[src/rtl/led_fader.sv]
// LED fader: each value_in bit sets a per-LED on/off target, and each LED's PWM
// brightness ramps one step per tick toward it, giving smooth fades on count changes.
module led_fader_lane #(
  parameter int pwm_bits = 4
) (
  input  logic                clk,
  input  logic                rst,
  input  logic                tick,
  input  logic                target,
  input  logic [pwm_bits-1:0] pwm_cnt,
  output logic                led,
  output logic                busy
);
  localparam logic [pwm_bits-1:0] MAX = '1;

  logic [pwm_bits-1:0] level;

  always_ff @(posedge clk or posedge rst) begin
    if (rst) begin
      level <= '0;
      led   <= 1'b0;
    end else begin
      if (tick) begin
        if (target && level != MAX)
          level <= level + 1'b1;
        else if (!target && level != '0)
          level <= level - 1'b1;
      end
      led <= (level > pwm_cnt);
    end
  end

  assign busy = target ? (level != MAX) : (level != '0);
endmodule

module led_fader #(
  parameter int width    = 8,
  parameter int pwm_bits = 4,
  parameter int step_div = 16
) (
  input  logic             clk,
  input  logic             rst,
  input  logic [width-1:0] value_in,
  input  logic             value_valid,
  output logic [width-1:0] leds_out,
  output logic             busy
);
  localparam int SW = (step_div > 1) ? $clog2(step_div) : 1;
  localparam logic [pwm_bits-1:0] PWM_LAST  = pwm_bits'((2 ** pwm_bits) - 2);
  localparam logic [SW-1:0]       STEP_LAST = SW'(step_div - 1);

  logic [pwm_bits-1:0] pwm_cnt;
  logic [SW-1:0]       step_cnt;
  logic [width-1:0]    target;
  logic [width-1:0]    lane_busy;
  logic                pwm_wrap;
  logic                tick;

  assign pwm_wrap = (pwm_cnt == PWM_LAST);
  assign tick     = pwm_wrap && (step_cnt == STEP_LAST);

  always_ff @(posedge clk or posedge rst) begin
    if (rst) begin
      pwm_cnt  <= '0;
      step_cnt <= '0;
      target   <= '0;
    end else begin
      pwm_cnt <= pwm_wrap ? '0 : pwm_cnt + 1'b1;
      if (pwm_wrap)
        step_cnt <= (step_cnt == STEP_LAST) ? '0 : step_cnt + 1'b1;
      // Lanes sample the old target on a tick that coincides with a strobe.
      if (value_valid)
        target <= value_in;
    end
  end

  for (genvar i = 0; i < width; i++) begin : g_lane
    led_fader_lane #(.pwm_bits(pwm_bits)) u_lane (
      .clk     (clk),
      .rst     (rst),
      .tick    (tick),
      .target  (target[i]),
      .pwm_cnt (pwm_cnt),
      .led     (leds_out[i]),
      .busy    (lane_busy[i])
    );
  end

  assign busy = |lane_busy;
endmodule

[config.mk]
export PLATFORM = sky130hd
export DESIGN_NAME = led_fader
export DESIGN_NICKNAME = d
export VERILOG_FILES = /design/src/rtl/led_fader.sv
export SDC_FILE = /design/constraint.sdc
export NUM_CORES = 1
export LEC_CHECK = 0
export BUFFER_PORTS_ARGS = -buffer_cell sky130_fd_sc_hd__buf_2
export CORE_MARGIN = 3
export CORE_UTILIZATION = 50
export CTS_BUF_LIST = sky130_fd_sc_hd__clkbuf_16
export CTS_CLUSTER_DIAMETER = 150
export DETAILED_ROUTE_END_ITERATION = 12
export PLACE_DENSITY = 0.71
export SLEW_MARGIN = 20
export SYNTH_ARGS = -nofsm -noshare
export SYNTH_HDL_FRONTEND = slang
export SYNTH_SLANG_ARGS = --single-unit
[constraint.sdc]
create_clock -name clk -period 2.1 [get_ports clk]
set_input_delay 0 -clock clk [delete_from_list [all_inputs] [get_ports clk]]
set_output_delay 0 -clock clk [all_outputs]
set_load 0.01 [all_outputs]
==> results.toml <==
[status]
status = "completed"

[routing]
drc = 0
drtIter0Drc = 115
wl_per_cell_um = 15.65
dr.pass1.iters = 5
vias_per_cell = 5.656
wirelength_um = 7917
drtAntennaViolNets = 0
dr_total_vias = 2862

[floorplan]
fp.dieH_um = 93.85
io_pins = 20
fp.coreArea_mm2 = 0.007370
chipWidth_um = 93.85
start_util_pct = 52.36
row_count = 31
dieArea_mm2 = 0.008808

[grt]
grtUsageTotal_pct = 19.32
grt_pass1_vias = 3076
grt_first_pass_wirelength_um = 13820
antenna_found_initial = 0
grt_max_degree = 25
grt.overflow.total = 0

[clock_tree]
clock-sinks = 56
cts_tree = "built"
h-tree-depth = 2
clk_latency_ns = 0.29
cts_made_buffers = 5
cts_root_buf = "clkbuf_16"
clockBufferDepth = 2
clk_pin_slew_worst_paths_ns = 0.07

[logic_synthesis]
synth_compound_area_share_pct = 15.43
synth_top_cell_area_share_pct = 36.32
synthCells = 355
synth_edf_count = 0
ys_seq_area_share_pct = 36.32
synthAdderAreaFrac_pct = 20.04
synthArstFlopShare_pct = 100.0
netlist_area_mm2 = 0.003859
ys_top_cells_by_area = "dfrtp_1, ha_1, o21a_1"
synth_nets = 423
synth_flop_cell = "dfrtp_1"
synth_top_family_by_area = "adder cells"
synth_cell_type_count = 38
synth_area_leader_cell = "dfrtp_1"
ys_warn_count = 0
ys_top_cells_by_count = "dfrtp_1, ha_1, o21a_1"
synth_seq_cells = 56
synthSimpleGateAreaFrac_pct = 12.48
synth.most_common_cell = "dfrtp_1"
synth-xor-area-share_pct = 5.674
muxShareOfSynthArea_pct = 5.674
syn_area_per_cell_um2 = 10.87

[worst_setup_path]
cp_data_required_time_ns = 2.32
crit_path_end_kind = "flip-flop"
cp.arrival_ns = 2.25
startpoint_type = "flip-flop"
worstSetupPathType = "flip-flop to flip-flop"
cp_max_fo = 5

[power]
ir_drop_mv = 0.3197
p_per_area_mw_per_mm2 = 498.2
p_leak_nw = 2.177
power_w = 0.002270

[job]
cap_violations = 0

[sta]
fin_skew_ns = 0.005766
drv_slew = 0
fin_tns_setup_ns = 0
worst-slew-pin-transition_ns = 0.4938
fmaxAchievable_mhz = 491.9
min_period_ns = 2.033
slew-limit-headroom_pct = 67.08
period_share_pct = 96.80
rsz0062_at_grt = "yes"
setup_viol = 0
hold_viol = 0

[final_layout]
n_antenna_cell = 0
post-route-util_pct = 61.82
area_growth_syn_to_layout_pct = 18.06
layout-drive-gt1-share_pct = 23.59
final_nets = 474

[placement]
place.port_buffers = 19
place.gp.congestion = 0.8373
post-dp-hpwl_um = 5774

[worst_hold_path]
hp-class = "primary input to flip-flop"
worst max-delay path, stage by stage, from the launching register on:
cell and delay [ns]:
dfrtp_2 0.45, nand4_1 0.14, nand2_1 0.15, ha_1 0.30, and3_1 0.19, a211o_1 0.30, a211oi_2 0.27, xor2_1 0.16
report_power, final:
part           internal, W  switching, W  leakage [nW]
Clock             0.000556      0.000393        0.0789
Sequential         0.00109     0.0000193         0.745
Combinational    0.0000912      0.000119          1.35
Total              0.00174      0.000531          2.18
layout by cell type, fill, tap and decap left out, types with 8 or more instances in the layout:
master / netlist / routed
a21oi_1: 18 / 16
buf_2: 0 / 19
buf_4: 8 / 28
dfrtp_1: 56 / 52
dlygate4sd3_1: 0 / 9
fa_1: 8 / 8
ha_1: 49 / 43
inv_1: 18 / 17
mux2_2: 11 / 11
nand2_1: 15 / 14
nand4_1: 13 / 13
nor2_1: 9 / 9
nor2b_1: 8 / 8
o211ai_1: 8 / 8
o21a_1: 24 / 24
o21ai_0: 11 / 11
xnor2_1: 20 / 20
kinds of logic after synthesis:
| kind of cell | count (synthesis) |
|---|---|
| AOI/OAI and AO/OA | 87 |
| and+or+nand+nor | 82 |
| adders and majority gates | 57 |
| DFF | 56 |
| buffers and inverters | 30 |
| xor gates and xnor gates | 25 |
| muxes | 18 |
area by class of cell:
class	instances	area, um2
repair buffers	56	395.4
inverters	18	67.56
flip-flops and latches	56	1406
clock inverters	3	37.54
clock buffers	5	125.1
well taps	99	123.9
multi-input cells	269	2400
fillers	604	2814
repair_timing:
item | CTS | global route
setup buffers | 0 | 1
gates resized for setup | 0 | 19
endpoints found under the setup margin | 0 | 7
endpoints found under the hold margin | 21 | 0
hold buffers | 9 | 0
per-layer routing:
metal,GRT usage (%),wire (um),vias to the layer above
li1,-,-,1401
met1,24.73,3667,1405
met2,33.23,3845,46
met3,3.926,309,10
met4,5.054,95,0
met5,0,0,-
state kept, by name, indices dropped and copies added, names as in the netlist:
name                 cells
g_lane.u_lane.led        8
g_lane.u_lane.level     32
pwm_cnt                  4
step_cnt                 4
target                   8
path summary, 6_finish.rpt:
| kind | start | end | slack (ns) | cells after the start |
|---|---|---|---|---|
| setup reg to reg | g_lane[2].u_lane.level[2] | g_lane[2].u_lane.level[3] | 0.07 | 7 |
| hold reg to reg | g_lane[2].u_lane.level[3] | g_lane[2].u_lane.level[3] | 0.53 | 1 |
| min in group asynchronous | rst | g_lane[6].u_lane.led | 0.21 | 3 |
| setup / recovery | g_lane[2].u_lane.level[2] | g_lane[2].u_lane.level[3] | 0.07 | 7 |
| max in group asynchronous | rst | g_lane[0].u_lane.level[2] | 1.24 | 4 |
| hold / removal | value_valid | target[4] | 0.11 | 3 |
stage by stage:
stage	cell area, um2	worst slack (ns)	instances	hold slack, ns
detailed placement	4179	0.04050	488	-0.02483
global placement	4179	0.1037	488	-0.02595
floorplan	3859	0.1559	355	0.1079
global route	4556	-0.03864	506	0.1302
CTS	4432	0.02924	505	0.1148
finish	4556	0.06713	506	0.1123
Note: power is estimated with default switching activity, not from simulation.
